### config.mk
export PLATFORM = sky130hd
export DESIGN_NAME = clk_div_bank_flat
export DESIGN_NICKNAME = d
export VERILOG_FILES = /design/src/rtl/clk_div_pkg.sv /design/src/rtl/clk_div_if.sv /design/src/rtl/clk_div_chan.sv /design/src/rtl/clk_div_bank.sv /design/src/flat_wrapper.sv
export SDC_FILE = /design/constraint.sdc
export NUM_CORES = 1
export LEC_CHECK = 0
export ABC_AREA = 1
export CAP_MARGIN = 10
export CORE_ASPECT_RATIO = 2
export CORE_UTILIZATION = 39
export CTS_BUF_LIST = sky130_fd_sc_hd__clkbuf_16
export CTS_CLUSTER_DIAMETER = 150
export CTS_CLUSTER_SIZE = 24
export DETAILED_ROUTE_END_ITERATION = 8
export PLACE_DENSITY_LB_ADDON = 0.08
export SYNTH_ARGS = -nofsm -noshare
export SYNTH_HDL_FRONTEND = slang
export SYNTH_SLANG_ARGS = --single-unit
### constraint.sdc
create_clock -name clk -period 1.4 [get_ports clk]
set_clock_uncertainty 0.15 [all_clocks]
set_input_delay 0.28 -clock clk [delete_from_list [all_inputs] [get_ports clk]]
set_output_delay 0.28 -clock clk [all_outputs]
set_load 0.005 [all_outputs]
### src/rtl/clk_div_pkg.sv
// Shared constants and helpers for the programmable clock-divider bank.
// Latency: n/a (declarations only).
// Backpressure: n/a.
package clk_div_pkg;

    localparam int DEF_N_CH     = 4;
    localparam int DEF_DIV_W    = 8;
    localparam int DEF_TAP_BITS = 4;

    // Channel-select width; a single channel still gets a 1-bit select.
    function automatic int ch_idx_w(input int n_ch);
        return (n_ch > 1) ? $clog2(n_ch) : 1;
    endfunction

    // Full output period in clk cycles for a given divisor.
    function automatic int period(input int div);
        return 2 * (div + 1);
    endfunction

endpackage

### src/rtl/clk_div_if.sv
// Control/config/output bundle between the divider bank and its driver.
// Latency: n/a (wiring only).
// Backpressure: cfg_valid/cfg_ready handshake; all other signals are free-running.
interface clk_div_if import clk_div_pkg::*; #(
    parameter int N_CH     = DEF_N_CH,
    parameter int DIV_W    = DEF_DIV_W,
    parameter int TAP_BITS = DEF_TAP_BITS
);
    localparam int CH_IDX_W = ch_idx_w(N_CH);

    logic                en;
    logic                sync;
    logic                cfg_valid;
    logic                cfg_ready;
    logic [CH_IDX_W-1:0] cfg_ch;
    logic [DIV_W-1:0]    cfg_div;
    logic [N_CH-1:0]     clk_out;
    logic [N_CH-1:0]     tick;
    logic [TAP_BITS-1:0] tap;

    modport master (
        output en, sync, cfg_valid, cfg_ch, cfg_div,
        input  cfg_ready, clk_out, tick, tap
    );

    modport slave (
        input  en, sync, cfg_valid, cfg_ch, cfg_div,
        output cfg_ready, clk_out, tick, tap
    );

endinterface

### src/rtl/clk_div_chan.sv
// One programmable divider channel: half-period = div_act+1 cycles, tick on each edge.
// Latency: clk_out/tick registered, one cycle after the terminal count.
// Backpressure: pending blocks further writes until the next falling toggle or sync.
module clk_div_chan import clk_div_pkg::*; #(
    parameter int DIV_W     = DEF_DIV_W,
    parameter int RESET_DIV = 0
) (
    input  logic             clk,
    input  logic             rst_n,
    input  logic             en,
    input  logic             sync,
    input  logic             wr,
    input  logic [DIV_W-1:0] wr_div,
    output logic             pending,
    output logic             clk_out,
    output logic             tick
);
    localparam logic [DIV_W-1:0] RST_DIV = DIV_W'(RESET_DIV);

    logic [DIV_W-1:0] cnt;
    logic [DIV_W-1:0] div_act;
    logic [DIV_W-1:0] div_pend;

    // wr is only raised by the top while pending is clear, so a write and a
    // pending-apply never collide in the same cycle.
    always_ff @(posedge clk or negedge rst_n) begin
        if (!rst_n) begin
            cnt      <= '0;
            div_act  <= RST_DIV;
            div_pend <= RST_DIV;
            pending  <= 1'b0;
            clk_out  <= 1'b0;
            tick     <= 1'b0;
        end else if (sync) begin
            cnt     <= '0;
            clk_out <= 1'b0;
            tick    <= 1'b0;
            pending <= 1'b0;
            if (wr) begin
                div_act  <= wr_div;
                div_pend <= wr_div;
            end else if (pending) begin
                div_act <= div_pend;
            end
        end else begin
            tick <= 1'b0;
            if (wr) begin
                div_pend <= wr_div;
                pending  <= 1'b1;
            end
            if (en) begin
                if (cnt == div_act) begin
                    cnt     <= '0;
                    clk_out <= ~clk_out;
                    tick    <= 1'b1;
                    // Swap divisors only at the 1->0 edge so each period stays symmetric.
                    if (clk_out && pending) begin
                        div_act <= div_pend;
                        pending <= 1'b0;
                    end
                end else begin
                    cnt <= cnt + DIV_W'(1);
                end
            end
        end
    end

endmodule

### src/rtl/clk_div_bank.sv
// N_CH programmable clock dividers plus a free-running power-of-two tap chain.
// Latency: clk_out/tick/tap registered; cfg_ready combinational from cfg_ch.
// Backpressure: cfg_ready low while the addressed channel holds an unapplied divisor.
module clk_div_bank import clk_div_pkg::*; #(
    parameter int N_CH      = DEF_N_CH,
    parameter int DIV_W     = DEF_DIV_W,
    parameter int TAP_BITS  = DEF_TAP_BITS,
    parameter int RESET_DIV = 0
) (
    input  logic    clk,
    input  logic    rst_n,
    clk_div_if.slave bus
);
    localparam int CH_IDX_W = ch_idx_w(N_CH);
    localparam int N_IDX    = 1 << CH_IDX_W;

    logic [N_CH-1:0]     pending;
    logic [N_CH-1:0]     wr;
    logic [N_CH-1:0]     clk_out_w;
    logic [N_CH-1:0]     tick_w;
    logic [N_IDX-1:0]    ready_tab;
    logic [TAP_BITS-1:0] tap_q;

    // Unused select codes always accept so a stray write drains instead of hanging.
    for (genvar i = 0; i < N_IDX; i++) begin : g_rdy
        if (i < N_CH) begin : g_live
            assign ready_tab[i] = ~pending[i];
        end else begin : g_void
            assign ready_tab[i] = 1'b1;
        end
    end

    assign bus.cfg_ready = ready_tab[bus.cfg_ch];

    for (genvar i = 0; i < N_CH; i++) begin : g_ch
        assign wr[i] = bus.cfg_valid & ~pending[i] & (bus.cfg_ch == CH_IDX_W'(i));

        clk_div_chan #(
            .DIV_W     (DIV_W),
            .RESET_DIV (RESET_DIV)
        ) u_chan (
            .clk     (clk),
            .rst_n   (rst_n),
            .en      (bus.en),
            .sync    (bus.sync),
            .wr      (wr[i]),
            .wr_div  (bus.cfg_div),
            .pending (pending[i]),
            .clk_out (clk_out_w[i]),
            .tick    (tick_w[i])
        );
    end

    always_ff @(posedge clk or negedge rst_n) begin
        if (!rst_n) begin
            tap_q <= '0;
        end else if (bus.sync) begin
            tap_q <= '0;
        end else if (bus.en) begin
            tap_q <= tap_q + TAP_BITS'(1);
        end
    end

    assign bus.clk_out = clk_out_w;
    assign bus.tick    = tick_w;
    assign bus.tap     = tap_q;

endmodule

### src/flat_wrapper.sv
// flat-port wrapper written by rule: the top's interface ports become plain ports
module clk_div_bank_flat import clk_div_pkg::*;
#(
    parameter int N_CH      = DEF_N_CH,
    parameter int DIV_W     = DEF_DIV_W,
    parameter int TAP_BITS  = DEF_TAP_BITS,
    parameter int RESET_DIV = 0
)
  (clk, rst_n, bus_en, bus_sync, bus_cfg_valid, bus_cfg_ch, bus_cfg_div, bus_cfg_ready, bus_clk_out, bus_tick, bus_tap);
  clk_div_if #(.N_CH(N_CH), .DIV_W(DIV_W), .TAP_BITS(TAP_BITS)) bus_i ();
  input  logic clk;
  input  logic rst_n;
  input wire logic [$bits(bus_i.en)-1:0] bus_en;
  input wire logic [$bits(bus_i.sync)-1:0] bus_sync;
  input wire logic [$bits(bus_i.cfg_valid)-1:0] bus_cfg_valid;
  input wire logic [$bits(bus_i.cfg_ch)-1:0] bus_cfg_ch;
  input wire logic [$bits(bus_i.cfg_div)-1:0] bus_cfg_div;
  output wire logic [$bits(bus_i.cfg_ready)-1:0] bus_cfg_ready;
  output wire logic [$bits(bus_i.clk_out)-1:0] bus_clk_out;
  output wire logic [$bits(bus_i.tick)-1:0] bus_tick;
  output wire logic [$bits(bus_i.tap)-1:0] bus_tap;
  assign bus_i.en = bus_en;
  assign bus_i.sync = bus_sync;
  assign bus_i.cfg_valid = bus_cfg_valid;
  assign bus_i.cfg_ch = bus_cfg_ch;
  assign bus_i.cfg_div = bus_cfg_div;
  assign bus_cfg_ready = bus_i.cfg_ready;
  assign bus_clk_out = bus_i.clk_out;
  assign bus_tick = bus_i.tick;
  assign bus_tap = bus_i.tap;
  clk_div_bank #(.N_CH(N_CH), .DIV_W(DIV_W), .TAP_BITS(TAP_BITS), .RESET_DIV(RESET_DIV)) u_core (.clk(clk), .rst_n(rst_n), .bus(bus_i));
endmodule
Yosys cells after proc, flatten, opt, wreduce, memory -nomap -nowiden
Index checks and enable logic that the tools add are counted.
{"block": "totals", "ff_bits": 112, "input_bits": 15, "output_inout_bits": 13, "elab_cells": 164}
{"block": "op_classes", "addsub": 5, "magnitude_cmp": 1, "n_eq_ne": 11, "n_mux": 84, "bitwise": 16, "n_reduce_logical": 22}
{"op": "8-bit two-way mux", "n": 36}
{"op": "1-bit two-way mux", "n": 45}
{"op": "8-bit by 1-bit adder with 8-bit output, second input constant", "n": 4}
{"op": "8-bit equality test", "n": 4}
{"op": "2-bit nonzero test", "n": 9}
{"op": "4-bit AND reduction", "n": 4}
{"op": "3-bit by 1-bit != test with 1-bit output, second input constant", "n": 4}
{"op": "1-bit AND", "n": 8}
{"op": "4-bit two-way mux", "n": 2}
{"op": "1-bit inverter", "n": 8}
{"op": "2-bit AND reduction", "n": 4}
{"op": "4-bit by 1-bit adder with 4-bit output, second input constant", "n": 1}
{"op": "2-bit equality test, second input constant", "n": 2}
{"op": "1-bit logical AND", "n": 4}
{"op": "2-bit by 3-bit < comparator with 1-bit output, second input constant", "n": 1}
{"op": "1-bit binary-select mux with 2-bit select", "n": 1}
{"op": "2-bit by 1-bit equality test with 1-bit output, second input constant", "n": 1}
{"op": "2-bit zero test", "n": 1}

Depth between registers and ports, before layout
Gate-level depths: netlist (run 1).
{"block": "depth", "word_depth": 8, "depth_mapped": 11}

Hierarchy
A second synthesis (run 1) with hierarchy kept.
{"block": "hier_totals", "cells_unflattened": 749, "area_unflattened_um2": 5886.9}
{"mod": "clk_div_chan", "instances": 4, "cells_each": 178, "area_per_inst_um2": 1403.8, "seq_area_each_um2": 675.6}
{"mod": "clk_div_bank", "instances": 1, "cells_each": 37, "area_per_inst_um2": 271.5, "seq_area_each_um2": 100.1}

Least setup slack after synthesis (run 1)
Ideal clock, no wire load.
{"block": "synth_timing", "kind": "register to register", "from": "register u_core.g_ch[3].u_chan.cnt[5]", "to": "register u_core.g_ch[3].u_chan.pending", "setup_ns": 0.113, "arrival_ns": 1.240, "setup_slack_ns": -0.103, "stages_incl_launch_ff": 12, "path_buffers": 1, "synth_period_minus_slack_ns": 1.503, "cell_sequence": "dfrtp_1 inv_1 nand2_1 nand2_1 nand2_1 nor2_1 nand2_1 nand2_1 buf_4 nand3_1 nand2_1 inv_1"}
{"block": "synth_via", "elab_chain_cells": 4}
{"item": "start, declared", "line_no": "clk_div_chan.sv:20", "source": "logic [DIV_W-1:0] cnt;"}
{"item": "start signal, assigned", "line_no": "clk_div_chan.sv:62", "source": "cnt <= cnt + DIV_W'(1);"}
{"item": "8-bit equality test", "line_no": "clk_div_chan.sv:52", "source": "if (cnt == div_act) begin"}
{"item": "1-bit two-way mux", "line_no": "clk_div_chan.sv:52"}
{"item": "1-bit two-way mux", "line_no": "clk_div_chan.sv:51", "source": "if (en) begin"}
{"item": "1-bit two-way mux", "line_no": "clk_div_chan.sv:34", "source": "end else if (sync) begin"}
{"item": "end signal, assigned", "line_no": "clk_div_chan.sv:38", "source": "pending <= 1'b0;"}
{"item": "end signal, assigned", "line_no": "clk_div_chan.sv:49", "source": "pending <= 1'b1;"}
{"item": "end signal, assigned", "line_no": "clk_div_chan.sv:59", "source": "pending <= 1'b0;"}
{"item": "end, declared", "line_no": "clk_div_chan.sv:14", "source": "output logic pending,"}
No other way between the ends.
A chain may end at the register's enable or synchronous reset.

Final worst setup path (run 1)
{"block": "layout_timing", "from": "register u_core.g_ch[1].u_chan.pending", "to": "output bus_cfg_ready"}
{"block": "layout_via", "elab_chain_cells": 3}
{"item": "start, declared", "line_no": "clk_div_chan.sv:14"}
{"item": "start signal, assigned", "line_no": "clk_div_chan.sv:31", "source": "pending <= 1'b0;"}
{"item": "start signal, assigned", "line_no": "clk_div_chan.sv:38"}
{"item": "start signal, assigned", "line_no": "clk_div_chan.sv:49"}
{"item": "1-bit inverter", "line_no": "clk_div_bank.sv:27", "source": "assign ready_tab[i] = ~pending[i];"}
{"item": "1-bit binary-select mux with 2-bit select", "line_no": "clk_div_bank.sv:33", "source": "assign bus.cfg_ready = ready_tab[bus.cfg_ch];"}
{"item": "1-bit two-way mux (not written as such)", "line_no": "clk_div_bank.sv:33"}
{"item": "end, declared", "line_no": "flat_wrapper.sv:18", "source": "output wire logic [$bits(bus_i.cfg_ready)-1:0] bus_cfg_ready;"}
No other way between the ends. The select of a mux whose other input is x is not followed.

==> results, run 1 <==
- After layout, the worst setup slack is -0.2487 ns.
- The clock latency on the worst-skew pair is 0.36 ns.
- Timing would allow up to 0.6065 GHz.
- The total iterations of the first detailed-routing run is 4.
- The maximum count of clock buffers along a single path is 2.
- The checks that failed: setup timing.
- The number of endpoints failing setup at the final stage is 78.
- For this run the aggregate overflow at the end of global routing stands at 0.
- The congestion estimate from routability-driven global placement came to 0.8252.
- At the worst endpoint, the arrival time is 1.22 ns.
- For this configuration, the core starts out at a cell density of 40.18%.
- The post-detailed-routing wire length is 16750 µm.
- The most common cell after layout, fill and taps aside is sky130_fd_sc_hd__nand2_1.
- The TritonCTS clock tree is built.
- Averaged over all synthesized cells, the footprint is 7.646 µm².
- In this run, synthesis produced a sequential element count of 112.
- The port buffer count is 27.
- The distinct cell type count of the synthesized netlist is 36.
- Fill cells in the final layout number 1353.
- The maximum vdd ir drop is 0.8278 mV.
- Of the total power, registers draw 38.9%.
- The die is 177.7 µm tall.
- The HPWL reported at the end of detailed placement is 11490 µm.
- Of the total synthesized cell area, the portion taken by AND, OR, NAND and NOR gates is 34.91%.
- The internal power summed over all cells is 7.499 mW.
- The library cells used most frequently in the layout, excluding fill and tap cells, are sky130_fd_sc_hd__nand2_1 (250), sky130_fd_sc_hd__buf_4 (149), sky130_fd_sc_hd__dfrtp_1 (108), sky130_fd_sc_hd__inv_1 (72), sky130_fd_sc_hd__nand3_1 (52).
- In this run the static leakage power is 4.471 nW.
- The floorplan die area is 0.01596 mm².
- The buffer type at the clock tree root is sky130_fd_sc_hd__clkbuf_16.
- The final critical-path required period is 1.649 ns.
- In this run, the clock network consumes 23.7% of the power.
- The number of antenna repair diodes is 0.
- The H-tree was split into 3 levels.
- The largest family of logic cells by synthesized area is simple AND/OR/NAND/NOR gates.
- The critical path in this run is classified as flop to primary output.
- The via count of the first global-routing pass is 5798.
- In this run the horizontal extent of the chip is 89.83 µm.
- Net switching is 34.21% of the power.
- The post-synthesis adder-cell area fraction is 1.040%.
- The number of hold violations in the final report was 0.
- The first routing iteration left 193 violations.
- The synthesized netlist devotes 4.367% of its cell area to XOR and XNOR gates.
- Setup repair after global routing could not meet its margin everywhere.
- The setup TNS after final layout is -8.877 ns.
- The startpoint kind of the worst setup timing path is a flop.
- The via density per instance is 4.774.
- After detailed routing, the number of remaining DRC violations is 0.
- The number of cells on the worst reg-to-reg path is 10.
- The number of cells produced by synthesis is 787.
- The initial antenna violation count is 0.
- 28 I/O pins were placed.
- At the pin with the least slew margin, the transition time is 0.3354 ns.
- Summed over all nets, the switching power comes to 3.900 mW.
- The total track usage is 21.97%.
- The number of clock buffers inserted by TritonCTS is 9.
- After detailed placement, the total cell area comes to 0.007606 mm².
- The class of the tightest hold or removal check is primary input to async pin.
- Power spread over the standard cell area amounts to 1265 mW/mm².
- The detailed-route via count is 5643.
- The total clock sinks is 112.
- The top-area cell type share of the netlist area is 46.58%.
- The maximum number of pins on one net before global-route repair is 45.
- The clock-pin slew on the worst setup and hold paths is 0.08 ns.
- The peak fanout along the critical path is 2.
- The number of placement rows is 63.
- During synthesis, Yosys emitted a total of 0 warnings.
- The region available for standard cell placement spans 0.01498 mm².
- The number of nets in the final layout is 1002.
- The count of nets left with antenna violations after detail routing is 0.
- The per-cell routed wire length is 14.17 µm.
- Sequential cells were found to cover 46.58% of the synthesized design area.
- The area growth from synthesis to layout is 49.74%.
- The first-pass GRT wire length is 27460 µm.
- STA classifies the critical path endpoint as a primary output.
- The largest area contributor in the netlist is sky130_fd_sc_hd__dfrtp_1.
- The worst-case headroom to the max-slew limit is 77.62%.
- The mapped netlist covers 0.006017 mm².
- The ratio of cells with drive above 1 in the final layout is 38.70%.
- The ratio of final minimum period to clock period is 117.8%.
- By area the synthesized netlist is led by sky130_fd_sc_hd__dfrtp_1 (47%), sky130_fd_sc_hd__nand2_1 (19%), sky130_fd_sc_hd__nand3_1 (5.7%), sky130_fd_sc_hd__inv_1 (5.0%), sky130_fd_sc_hd__nor2_1 (3.0%).
- The share of total power dissipated in combinational logic is 37.4%.
- Summing the areas of all compound-gate instances in the mapped netlist gives 4.658% of the synthesized area.
- The slack of the worst reg-to-reg path is -0.20 ns.
- The tool flagged a number of max-cap violations equal to 0.
- The data required time at the worst endpoint is 0.97 ns.
- The post-layout instance area is 0.009010 mm².
- The number of nets produced by synthesis is 807.
- The mux contribution to synthesized area is 0.1664%.
- The run finished, with violations left.
- The number of slew-limit violations in the final report is 0.
-- critical path, stage by stage, from the launching register on --
cell	delay, ns
sky130_fd_sc_hd__dfrtp_2	0.46
sky130_fd_sc_hd__nor2_8	0.11
sky130_fd_sc_hd__nor2_2	0.04
sky130_fd_sc_hd__o21ai_1	0.12
sky130_fd_sc_hd__buf_2	0.13
-- sequential cells by signal, indices dropped and copies added (netlist names) --
signal and flops:
u_core.bus.tap 4, u_core.g_ch.u_chan.clk_out 4, u_core.g_ch.u_chan.cnt 32, u_core.g_ch.u_chan.div_act 32, u_core.g_ch.u_chan.div_pend 32, u_core.g_ch.u_chan.pending 4
u_core.g_ch.u_chan.tick 4
-- Yosys cell counts --
| cell | count |
|---|---|
| sky130_fd_sc_hd__o22ai_1 | 4 |
| sky130_fd_sc_hd__a21oi_2 | 1 |
| sky130_fd_sc_hd__nand4_1 | 20 |
| sky130_fd_sc_hd__nand3b_1 | 1 |
| sky130_fd_sc_hd__nand2_1 | 300 |
| sky130_fd_sc_hd__nand3_1 | 69 |
| sky130_fd_sc_hd__nor3_1 | 6 |
| sky130_fd_sc_hd__nand2_2 | 2 |
| sky130_fd_sc_hd__nand3_2 | 2 |
| sky130_fd_sc_hd__ha_1 | 5 |
| sky130_fd_sc_hd__nor2_2 | 2 |
| sky130_fd_sc_hd__buf_6 | 1 |
| sky130_fd_sc_hd__a21oi_1 | 6 |
| sky130_fd_sc_hd__clkbuf_1 | 3 |
| sky130_fd_sc_hd__nor2_1 | 48 |
| sky130_fd_sc_hd__o21ai_2 | 2 |
| sky130_fd_sc_hd__a21oi_4 | 1 |
| sky130_fd_sc_hd__buf_2 | 9 |
| sky130_fd_sc_hd__inv_1 | 80 |
| sky130_fd_sc_hd__buf_4 | 14 |
| sky130_fd_sc_hd__and2_1 | 16 |
| sky130_fd_sc_hd__xor2_1 | 12 |
| sky130_fd_sc_hd__o21ai_0 | 25 |
| sky130_fd_sc_hd__inv_4 | 1 |
| sky130_fd_sc_hd__nand3_4 | 2 |
| sky130_fd_sc_hd__nor2_8 | 2 |
| sky130_fd_sc_hd__nor3_2 | 1 |
| sky130_fd_sc_hd__buf_1 | 1 |
| sky130_fd_sc_hd__xnor2_1 | 18 |
| sky130_fd_sc_hd__o21ai_1 | 10 |
| sky130_fd_sc_hd__a21o_1 | 1 |
| sky130_fd_sc_hd__mux2i_1 | 1 |
| sky130_fd_sc_hd__nor2_4 | 2 |
| sky130_fd_sc_hd__inv_2 | 4 |
| sky130_fd_sc_hd__dfrtp_1 | 112 |
| sky130_fd_sc_hd__nand2_4 | 3 |
-- final timing paths --
path / startpoint / end
max: u_core.g_ch[1].u_chan.pending$_DFF_PN0_ / bus_cfg_ready
min: rst_n / u_core.g_ch[3].u_chan.div_act[6]$_DFFE_PN0P_
max reg2reg: u_core.g_ch[3].u_chan.cnt[0]$_DFFE_PN0P_ / u_core.g_ch[3].u_chan.div_act[6]$_DFFE_PN0P_
min reg2reg: u_core.g_ch[0].u_chan.div_act[1]$_DFFE_PN0P_ / u_core.g_ch[0].u_chan.div_act[1]$_DFFE_PN0P_
max in group asynchronous: rst_n / u_core.g_ch[2].u_chan.tick$_DFF_PN0_
min in group clk: u_core.g_ch[0].u_chan.div_act[1]$_DFFE_PN0P_ / u_core.g_ch[0].u_chan.div_act[1]$_DFFE_PN0P_
-- layer usage --
| metal | global-route usage (%) | wire [µm] |
|---|---|---|
| met5 | 0 | 0 |
| met3 | 3.899 | 420 |
| met1 | 24.21 | 6702 |
| met4 | 11.82 | 595 |
| met2 | 39.84 | 9032 |
-- cells by family after synthesis --
group,count (synthesis)
simple gates,476
compound gates,50
xor+xnor,30
fa+ha+maj,5
mux,1
flops,112
buf+inv,113
-- repair_timing --
action                                  CTS  global route
endpoints found under the hold margin    95             0
gates cloned                              1             0
pin swaps                                49            43
setup buffers                            26            22
resized for setup                       165           107
hold buffers                              1             0
endpoints found under the setup margin  108           115
-- power groups by stage --
stage | Clock (mW) | Sequential, mW | Combinational [mW]
detailed placement | 0 | 4.46 | 3.21
global route | 2.88 | 4.53 | 4.74
CTS | 2.78 | 4.42 | 3.70
finish | 2.70 | 4.43 | 4.27
global placement | 0 | 4.43 | 3.15
floorplan | 0 | 4.34 | 1.80
-- stage by stage --
| stage | std cells | hold WS [ns] | worst slack, ns | utilization, % | total power, mW |
|---|---|---|---|---|---|
| floorplan | 787 | -0.1656 | -0.08520 | - | 6.138 |
| detailed placement | 1126 | 0.03783 | -0.7987 | 50.79 | 7.674 |
| CTS | 1166 | 0.1876 | -0.2985 | 56.96 | 10.89 |
| global placement | 1126 | 0.03730 | -0.7679 | 50.79 | 7.579 |
| finish | 1182 | 0.1882 | -0.2487 | 60.16 | 11.40 |
| global route | 1182 | 0.2181 | -0.3236 | 60.16 | 12.14 |
-- cell type report --
class	instances	area, µm²	area share, %
Tap cell	195	244.0	2.708
Inverter	85	340.3	3.777
Clock inverter	7	77.57	0.8610
Clock buffer	9	225.2	2.500
Timing Repair Buffer	211	1866	20.71
Sequential cell	112	2808	31.16
Multi-Input combinational cell	563	3450	38.29
Note: power is estimated with default switching activity, not from simulation.
==> inputs of run 2 (changes only) <==
--- a/config.mk
+++ b/config.mk
@@ -17,3 +17,4 @@
 export SYNTH_ARGS = -nofsm -noshare
 export SYNTH_HDL_FRONTEND = slang
 export SYNTH_SLANG_ARGS = --single-unit
+export TNS_END_PERCENT = 50
==> constraint.sdc (replaced) <==
create_clock -name clk -period 1.64 [get_ports clk]
set_clock_uncertainty 0.15 [all_clocks]
set_input_delay 0.328 -clock clk [delete_from_list [all_inputs] [get_ports clk]]
set_output_delay 0.328 -clock clk [all_outputs]
set_load 0.005 [all_outputs]
==> run 2 against run 1 <==
The run still ends with setup timing left. Sequential cell count unchanged. Critical path depth unchanged. Largest power group unchanged. Register-to-register slack improved by 0.18 ns. Via count decreased by 6.6%. Critical endpoint unchanged. Critical path type unchanged. Total power decreased by 26%. Clock-buffer cell count unchanged.
==> results, run 2 (same netlist as run 1, synthesis figures left out) <==
- The total power density per cell area is 1078 mW/mm² (was 1265 mW/mm²).
- The core area is 0.01498 mm² (unchanged).
- The height of the die is 177.7 µm (unchanged).
- The count of filler cells inserted in the layout is 1504 (was 1353).
- The maximum vdd ir drop is 0.5676 mV (was 0.8278 mV).
- The data required time at the worst endpoint was 1.16 ns (was 0.97 ns).
- The class of the tightest hold or removal check is primary input to async pin (unchanged).
- Chain of cells forming the critical path: nor2_8, nor2_2, o21ai_1, buf_2 (unchanged).
- The post-detailed-routing wire length is 15280 µm (was 16750 µm).
- Largest registers: u_core.g_ch.u_chan.cnt: 32 flops, u_core.g_ch.u_chan.div_act: 32 flops, u_core.g_ch.u_chan.div_pend: 32 flops (unchanged).
- The max capacitance violation total was 0 (unchanged).
- The number of hold violations in the final report is 0 (unchanged).
- The startpoint kind of the worst setup timing path is a flop (unchanged).
- The worst path in the final design needs a cycle of 1.657 ns, including I/O delays and setup.
- The clock-pin slew on the worst setup and hold paths came to 0.07 ns (was 0.08 ns).
- The via count of the first global-routing pass is 5275 (was 5798).
- The detailed-route via count came to 5273 (was 5643).
- Commonest non-fill, non-tap cells in the layout: sky130_fd_sc_hd__nand2_1 (285), sky130_fd_sc_hd__dfrtp_1 (107), sky130_fd_sc_hd__buf_4 (93), sky130_fd_sc_hd__inv_1 (76), sky130_fd_sc_hd__nand3_1 (69) (was sky130_fd_sc_hd__nand2_1 (250), sky130_fd_sc_hd__buf_4 (149), sky130_fd_sc_hd__dfrtp_1 (108), sky130_fd_sc_hd__inv_1 (72), sky130_fd_sc_hd__nand3_1 (52)).
- The buffer type at the clock tree root was sky130_fd_sc_hd__clkbuf_16 (unchanged).
- The delay contributed by the slowest stage of the critical path was 0.45 ns (was 0.46 ns).
- The port buffer count is 27 (unchanged).
- Failing checks: setup timing (unchanged).
- The starting utilization of the core area is 40.18% (unchanged).
- The data arrival time at the worst-slack endpoint is 1.18 ns (was 1.22 ns).
- The sequential cell area is 0.002809 mm² (was 0.002808 mm²).
- The slew of the pin with the lowest slew margin is 0.4641 ns (was 0.3354 ns).
- The number of antenna repair diodes came to 0 (unchanged).
- The pre-CTS setup slack came to -0.5918 ns (was -0.7987 ns).
- The clock latency on the worst-skew pair is 0.35 ns (was 0.36 ns).
- The via density per instance was 4.755 (was 4.774).
- The post-synthesis to final-layout area growth was 29.57% (was 49.74%).
- The ratio of cells with drive above 1 in the final layout came to 21.12% (was 38.70%).
- The number of DRC markers in iteration 0 is 259 (was 193).
- The number of nets in the final layout was 929 (was 1002).
- The utilization after layout was 52.06% (was 60.16%).
- The number of endpoints failing setup at the final stage is 2 (was 78).
- The remaining design rule violation count is 0 (unchanged).
- The number of slew-limit violations in the final report is 0 (unchanged).
- The die span in x is 89.83 µm (unchanged).
- The worst-case headroom to the max-slew limit is 69.06% (was 77.62%).
- The maximum count of clock buffers along a single path was 2 (unchanged).
- The total iterations of the first detailed-routing run was 5 (was 4).
- The peak fanout along the critical path came to 2 (unchanged).
- The final setup slack of the worst path is -0.01720 ns (was -0.2487 ns).
- The leakage power came to 4.028 nW (was 4.471 nW).
- The fmax is 0.6034 GHz.
- The count of nets left with antenna violations after detail routing is 0 (unchanged).
- The initial antenna violation count is 0 (unchanged).
- Run status: finished with violations (unchanged).
- The number of placement rows came to 63 (unchanged).
- The cell at the slowest stage of the critical path is sky130_fd_sc_hd__dfrtp_2 (unchanged).
- The area of the multi-input gates is 0.002836 mm² (was 0.003450 mm²).
- The HPWL reported at the end of detailed placement came to 11440 µm (was 11490 µm).
- The total track usage is 20.41% (was 21.97%).
- The TritonCTS clock tree is built (unchanged).
- The floorplan die area was 0.01596 mm² (unchanged).
- The most common cell after layout, fill and taps aside is sky130_fd_sc_hd__nand2_1 (unchanged).
- The ratio of final minimum period to clock period is 101.0%.
- The final RePlAce weighted congestion is 0.8228 (was 0.8252).
- The kind of end point of the critical path is a primary output (unchanged).
- The number of clock buffers inserted by TritonCTS is 9 (unchanged).
- The maximum number of pins on one net before global-route repair is 31 (was 45).
- The per-cell routed wire length is 13.78 µm (was 14.17 µm).
- The first-pass GRT wire length is 25430 µm (was 27460 µm).
- The critical path class is flop to primary output (unchanged).
- The remaining global-route overflow came to 0 (unchanged).
- The total clock sinks is 112 (unchanged).
- RSZ-0062 raised after global routing: true (unchanged).
- The number of ports placed on the die boundary is 28 (unchanged).
- The number of H-tree levels is 3 (unchanged).
run 2: path summary, 6_finish.rpt:
check / slack [ns] / to / cells past startpoint / from
worst min register to register: 0.35 / u_core.g_ch[3].u_chan.clk_out$_DFFE_PN0P_ / 2 / u_core.g_ch[3].u_chan.clk_out$_DFFE_PN0P_
min in group clk: 0.35 / u_core.g_ch[3].u_chan.clk_out$_DFFE_PN0P_ / 2 / u_core.g_ch[3].u_chan.clk_out$_DFFE_PN0P_
worst max register to register: -0.02 / u_core.g_ch[1].u_chan.div_act[3]$_DFFE_PN0P_ / 9 / u_core.g_ch[1].u_chan.cnt[3]$_DFFE_PN0P_
worst max-delay path: -0.02 / bus_cfg_ready / 4 / u_core.g_ch[1].u_chan.pending$_DFF_PN0_
worst min-delay path: 0.33 / u_core.g_ch[1].u_chan.cnt[5]$_DFFE_PN0P_ / 2 / rst_n
max in group asynchronous: 0.47 / u_core.g_ch[3].u_chan.cnt[2]$_DFFE_PN0P_ / 3 / rst_n
run 2: what timing repair did:
| action | in CTS | in global routing |
|---|---|---|
| cloned | 0 | 1 |
| setup buffers | 7 | 13 |
| pin swaps | 2 | 23 |
| hold buffers | 1 | 0 |
| hold endpoints to repair | 26 | 0 |
| endpoints found under the setup margin | 68 | 57 |
| resized for setup | 36 | 47 |
run 2: area by class of cell:
cell class                 count  share of cell area, %
clock buffer                   9                  2.889
tap                          195                  3.130
clock inverter                 7                 0.7061
timing repair buffer         139                  16.61
sequential                   112                  36.03
inverter                      85                  4.253
multi-input combinational    562                  36.38
run 2: critical path: cells and delay by family, from the launching register on:
kind	cells	cell delay [ns]
simple gates	2	0.14
compound gates	1	0.12
buf+inv	1	0.12
flops	1	0.45
run 2: where the power goes:
group / switching [mW] / internal (mW) / total [mW]
logic: 1.31 / 1.18 / 2.49
clock network: 0.982 / 1.16 / 2.14
registers: 0.428 / 3.34 / 3.77
run 2: per-layer routing:
metal / vias to the layer above / wire [µm] / GRT usage (%)
met5: - / 0 / 0
li1: 2714 / - / -
met1: 2473 / 6527 / 23.20
met4: 0 / 268 / 7.514
met2: 71 / 8225 / 38.88
met3: 15 / 258 / 2.185
run 2: through the flow:
stage          instance area (µm²)  cells  total power, mW  hold WS, ns  TNS (ns)
3_3_place_gp                  7191   1071            6.053       0.1616    -33.67
2_1_floorplan                 6017    787            5.220      -0.1176         0
3_5_place_dp                  7191   1071            6.127       0.1728    -36.92
6_report                      7796   1109            8.404       0.3277  -0.03315
4_1_cts                       7560   1095            8.337       0.3379  -0.06321
5_1_grt                       7796   1109            8.983       0.3693   -0.9545
==> inputs of run 3 (changes only) <==
--- a/config.mk
+++ b/config.mk
@@ -6,6 +6,7 @@
 export NUM_CORES = 1
 export LEC_CHECK = 0
 export ABC_AREA = 1
+export ABC_CLOCK_PERIOD_IN_PS = 1640
 export CAP_MARGIN = 10
 export CORE_ASPECT_RATIO = 2
 export CORE_UTILIZATION = 39
==> results of run 3 <==
Final layout, timing and power as in run 2 (identical DEF).
